## src/rtl/wb_queue.sv

```systemverilog
// Writeback queue between the ALU/load producers and the single regfile write port.
// Optional WBQ_FWD_EN adds a combinational bypass search over pending writes.
module wb_queue #(
    parameter int unsigned DEPTH = 4,
    parameter int unsigned DW    = 16,
    parameter int unsigned AW    = 3
) (
    input  logic                     clk,
    input  logic                     rst,
    input  logic                     alu_valid,
    output logic                     alu_ready,
    input  logic [AW-1:0]            alu_addr,
    input  logic [DW-1:0]            alu_data,
    input  logic                     mem_valid,
    output logic                     mem_ready,
    input  logic [AW-1:0]            mem_addr,
    input  logic [DW-1:0]            mem_data,
    input  logic                     wb_hold,
    output logic                     wr_en,
    output logic [AW-1:0]            wr_addr,
    output logic [DW-1:0]            wr_data,
    output logic [$clog2(DEPTH):0]   count,
    output logic                     full,
    output logic                     empty
`ifdef WBQ_FWD_EN
    ,
    input  logic [AW-1:0]            fwd_addr,
    output logic                     fwd_hit,
    output logic [DW-1:0]            fwd_data
`endif
);

    localparam int unsigned PW = $clog2(DEPTH);
    localparam int unsigned CW = PW + 1;

    logic [AW-1:0] q_addr [DEPTH];
    logic [DW-1:0] q_data [DEPTH];
    logic [PW-1:0] rptr;
    logic [PW-1:0] wptr;
    logic [PW-1:0] mem_slot;
    logic          alu_push;
    logic          mem_push;
    logic          pop;

    // Ready looks only at the registered count; a same-cycle pop earns no credit.
    assign alu_ready = count < CW'(DEPTH);
    assign mem_ready = (count + CW'(alu_valid)) < CW'(DEPTH);
    assign alu_push  = alu_valid & alu_ready;
    assign mem_push  = mem_valid & mem_ready;
    assign full      = (count == CW'(DEPTH));
    assign empty     = (count == '0);
    assign pop       = ~empty & ~wb_hold;
    assign mem_slot  = alu_push ? wptr + PW'(1) : wptr;

    always_ff @(posedge clk) begin
        if (alu_push) begin
            q_addr[wptr] <= alu_addr;
            q_data[wptr] <= alu_data;
        end
        if (mem_push) begin
            q_addr[mem_slot] <= mem_addr;
            q_data[mem_slot] <= mem_data;
        end
    end

    always_ff @(posedge clk or posedge rst) begin
        if (rst) begin
            rptr    <= '0;
            wptr    <= '0;
            count   <= '0;
            wr_en   <= 1'b0;
            wr_addr <= '0;
            wr_data <= '0;
        end else begin
            wptr  <= wptr + PW'(alu_push) + PW'(mem_push);
            rptr  <= rptr + PW'(pop);
            count <= count + CW'(alu_push) + CW'(mem_push) - CW'(pop);
            wr_en <= pop;
            if (pop) begin
                wr_addr <= q_addr[rptr];
                wr_data <= q_data[rptr];
            end
        end
    end

`ifdef WBQ_FWD_EN
    logic [PW-1:0] fwd_idx;

    // Scan oldest to youngest so the last match found is the youngest pending write.
    always_comb begin
        fwd_hit  = 1'b0;
        fwd_data = '0;
        fwd_idx  = '0;
        if (wr_en && (wr_addr == fwd_addr)) begin
            fwd_hit  = 1'b1;
            fwd_data = wr_data;
        end
        for (int unsigned i = 0; i < DEPTH; i++) begin
            fwd_idx = rptr + PW'(i);
            if ((CW'(i) < count) && (q_addr[fwd_idx] == fwd_addr)) begin
                fwd_hit  = 1'b1;
                fwd_data = q_data[fwd_idx];
            end
        end
    end
`endif

endmodule

```

## config.mk

```make
export PLATFORM = sky130hd
export DESIGN_NAME = wb_queue
export DESIGN_NICKNAME = d
export VERILOG_FILES = /design/src/rtl/wb_queue.sv
export SDC_FILE = /design/constraint.sdc
export NUM_CORES = 1
export LEC_CHECK = 0
export CORE_MARGIN = 2
export CORE_UTILIZATION = 55
export DETAILED_ROUTE_END_ITERATION = 10
export GPL_TIMING_DRIVEN = 0
export HOLD_SLACK_MARGIN = 0.03
export MAX_ROUTING_LAYER = met4
export PLACE_DENSITY = 0.81
export RECOVER_POWER = 25
export SETUP_SLACK_MARGIN = 0.2
export SLEW_MARGIN = 20
export SYNTH_ARGS = -nofsm -noshare
export SYNTH_HDL_FRONTEND = slang
export SYNTH_SLANG_ARGS = --single-unit
```

## constraint.sdc

```tcl
create_clock -name clk -period 6.9 [get_ports clk]
set_input_delay 1.035 -clock clk [delete_from_list [all_inputs] [get_ports clk]]
set_output_delay 1.035 -clock clk [all_outputs]
set_load 0.01 [all_outputs]
```

* Yosys cells after proc, flatten, opt, wreduce, memory -nomap -nowiden
Memories as Yosys holds them, arrays and structs flattened. A register that Yosys moved wholly into a read port is not among the register bits.
Index checks and enable logic that the tools add are counted.
** Operators by class
- Order comparisons :: 2
- Eq/ne operators :: 1
- Reduce and logical (&&, ||, !) cells :: 1
- Shift-type cells :: 0
- Multiplexer cells :: 5
- Multiply operators :: 0
- Div/mod/pow operators :: 0
- $add $sub $neg :: 8
- Bitwise logic cells :: 5
** Operator list (count)
- $add A3 B1 Y3 :: 3
- $add A2 B1 Y2 :: 3
- $lt A3 B3 Y1 const B :: 2
- $mux W1 :: 4
- $and A1 B1 Y1 :: 3
- $eq A3 B3 Y1 const B :: 1
- $logic_not A3 Y1 :: 1
- $sub A3 B1 Y3 :: 1
- $add A2 B1 Y2 const B :: 1
- $mux W2 :: 1
- $not A1 Y1 :: 2
** Word-level totals
- Bits in read-only memories :: 0
- Memory bits (writable) :: 76
- Word-level logic and storage cells :: 28
- Memories kept :: 2
- Output and inout bits :: 27
- Latch bits :: 0
- Bits in registers :: 8
- Input bits :: 43
** Memory list
- q_data :: words 4, bits a word 16, rd ports 1, clocked after Yosys merged registers in 1, write ports 2, line 37 : logic [DW-1:0] q_data [DEPTH];
- q_addr :: words 4, bits a word 3, rd ports 1, clocked after Yosys merged registers in 1, write ports 2, line 36 : logic [AW-1:0] q_addr [DEPTH];

* Longest topological paths before layout
- Depth after elaboration :: 5
- Depth in mapped cells :: 11
- Mapped depth without buffers :: 9

* Least setup slack after synthesis
OpenSTA, ideal clock, no wires.
- Kind :: input port to flip-flop
- From :: input alu_valid
- To :: memory q_addr[2][0], enable pin
- Data arrival time :: 3.048 ns
- Stages on the path :: 5
- Setup slack :: 3.431 ns
- Setup time :: 0.421 ns
- Path buffers :: 1
- Data required time :: 6.479 ns
- Cells stage by stage :: nor3_1 > nand2_1 > o21a_1 > clkbuf_1 > o21ai_0
** RTL lines
- start, declared :: line 10 : input logic alu_valid,
- end, declared :: line 36

==> flow_summary.json <==
{
  "status": "completed",
  "die_area_sq_mm": 0.01065,
  "pwr_density_cell_mw_per_mm2": 418.8,
  "postRouteAntennaNets": 0,
  "grt_pass1_vias": 3919,
  "yosys.area.top_type": "edfxtp_1",
  "cp.required_ns": 6.90,
  "totalPowerFinal_mw": 2.746,
  "num_vias": 3804,
  "hold_buffers": 0,
  "ys_async_sr_fraction_pct": 26.21,
  "swShare_pct": 35.19,
  "dp_hpwl_um": 8879,
  "cts_buffers": 9,
  "ir_drop_v": 0.0002868,
  "clk-insertion-delay-late_ns": 0.38,
  "synth_edf_count": 76,
  "p_seq_share_pct": 37.0,
  "crit_fanout": 19,
  "layout.cells.non_filler": 603,
  "fin_crit_ns": 3.698,
  "synth_common_cells": "edfxtp_1 (76), o211ai_1 (76), nand2_1 (45)",
  "post_cts.repair.setup_buffers": 0,
  "min_path_type": "flip-flop to flip-flop",
  "clock_path_buffers": 2,
  "p_int_mw": 1.780,
  "via_per_inst": 6.308,
  "ys_ff_latch": 103,
  "synth_top_flop_cell": "edfxtp_1",
  "place_inst": 587,
  "yosysUniqueCellTypes": 36,
  "row_count": 36,
  "timing.final.crit_share_pct": 53.59,
  "fp.dieW_um": 103.2,
  "syn_avg_cell_area_sq_um": 14.09,
  "io_pins": 70,
  "fmax_ghz": 0.2704,
  "crit_type": "input pin to flip-flop",
  "cpPeakStageDelay_ns": 0.77,
  "netlist_instances": 384,
  "setup_violations": 0,
  "finClkSkew_ns": 0.01247,
  "cp_data_arrival_time_ns": 3.70,
  "final_max_slew_viol_count": 0,
  "grt.overflow.total": 0,
  "synth_area_sq_mm": 0.005410,
  "setup-tns-final_ns": 0,
  "yosysTopAreaCellShare_pct": 42.18,
  "die_h_um": 103.2,
  "synth_xor_area_share_pct": 0.9713,
  "start_kind": "input pin",
  "clock_sinks": 103,
  "place_congestion": 0.8961,
  "p_leak_nw": 2.284,
  "netlist_top_cells_area": "edfxtp_1 (42%), dfrtp_1 (12%), o211ai_1 (11%)",
  "relSlewSlack_pct": 23.49,
  "end_kind": "flip-flop",
  "synth_simple_gate_area_share_pct": 4.625,
  "antenna_found_initial": 0,
  "p_comb_share_pct": 45.3,
  "p_sw_uw": 966.5,
  "synthAdderAreaFrac_pct": 2.359,
  "drt_iter0_drc": 299,
  "cts_tree": "built",
  "start_util_pct": 56.13,
  "grt_max_degree": 28,
  "dr.pass1.iters": 7,
  "synth-seq-area-share_pct": 54.67,
  "drc_errors": 0,
  "synth_compound_area_share_pct": 12.28,
  "worst_pin_slew_ns": 1.146,
  "core-area_sq_mm": 0.009639,
  "drive_gt1_share_pct": 21.28,
  "diodes": 0,
  "muxShareOfSynthArea_pct": 21.48,
  "clockRootBuffer": "clkbuf_8",
  "cpMaxStageDelayCell": "a21o_1",
  "finalHoldViolCount": 0,
  "yosys_warnings": 0,
  "grt_pass1_wl_um": 20550,
  "io_buffers": 69,
  "rsz0062_at_grt": "false",
  "crit_chain": "clkdlybuf4s50_1 -> nor2b_1 -> buf_2 -> mux2_1 -> a211oi_2 -> buf_4 -> a21o_1",
  "synth_nets": 436,
  "ctsHtreeMaxLevel": 3,
  "routed_wl_um": 13250,
  "clk_pin_slew_ns": 0.09,
  "cap_violations": 0,
  "layout.nets": 517,
  "power_frac_clock_pct": 17.7,
  "synth_top_family_by_area": "multiplexers",
  "grtUsageTotal_pct": 27.20,
  "area_growth_syn_to_layout_pct": 21.21,
  "ctsResizeCount": 0,
  "routedWlPerCell_um": 21.97
}
==> power by group through the flow <==
stage / clock, mW / combinational [mW] / sequential (mW)
CTS: 0.483 / 1.27 / 1.02
global route: 0.504 / 1.33 / 1.04
global placement: 0 / 1.21 / 1.03
floorplan: 0 / 0.776 / 1.05
detailed placement: 0 / 1.26 / 1.03
finish: 0.486 / 1.24 / 1.02
==> worst max-delay path, delay by kind of cell <==
family / cells / cell delay (ns)
and+or+nand+nor: 1 / 0.16
muxes: 1 / 0.35
buffers and inverters: 3 / 1.11
AOI/OAI and AO/OA: 2 / 1.02
==> cell type report <==
| type | instances | area, sq um |
|---|---|---|
| plain buffers | 33 | 161.4 |
| clock buffers | 10 | 127.6 |
| multi-input cells | 239 | 2272 |
| fillers | 708 | 3082 |
| inverters | 9 | 33.78 |
| repair buffers | 70 | 705.7 |
| well taps | 133 | 166.4 |
| flip-flops and latches | 103 | 2958 |
| clock inverters | 6 | 132.6 |
==> sequential cells by signal, summed over array words and instances (netlist names) <==
signal   flops
count        3
wr_en        1
q_data      64
wr_addr      3
q_addr      12
rptr         2
wr_data     16
wptr         2
==> metrics by stage <==
step / hold WS, ns / area, sq um / setup slack [ns] / util [%]
after floorplan: 0.4734 / 5410 / 3.431 / -
after global placement: 0.4856 / 6267 / 1.648 / 65.02
after detailed placement: 0.4947 / 6297 / 2.784 / 65.33
after CTS: 0.5150 / 6558 / 3.183 / 68.03
after global routing: 0.5179 / 6558 / 3.023 / 68.03
final: 0.5055 / 6558 / 3.202 / 68.03
==> per-layer routing <==
metal	global-route usage, %	share of wire (%)	up-vias
met3	3.965	7.6	49
met4	13.87	3.7	0
met2	42.86	50	218
li1	-	-	1670
met5	-	0	-
met1	34.63	39	1867
==> cell families after synthesis <==
family | after synthesis
flops | 103
buf+inv | 42
mux | 78
compound gates | 88
xor+xnor | 6
simple gates | 58
fa+ha+maj | 9
==> placed cells by master (no fill, tap or decap), types with 4 or more instances in the layout <==
cell	instances
buf_2	6
bufinv_16	4
clkbuf_1	21
clkbuf_8	9
clkdlybuf4s50_1	45
dfrtp_1	27
dlygate4sd3_1	24
edfxtp_1	76
ha_1	7
inv_1	8
mux2_1	10
mux2_2	29
mux2_4	19
mux4_2	19
nand2_1	45
o211ai_1	76
==> path summary, 6_finish.rpt <==
path	from	endpoint	slack, ns	depth (start not counted)
hold / removal	wr_data[2]	wr_data[2]	0.51	1
hold reg to reg	wr_data[2]	wr_data[2]	0.51	1
setup reg to reg	count[1]	count[2]	3.71	11
setup / recovery	alu_valid	q_data[1][13]	3.20	7
max in group asynchronous	rst	wr_data[3]	4.83	2
min in group asynchronous	rst	wr_data[11]	1.38	2
(Power assumes the default switching activity.)
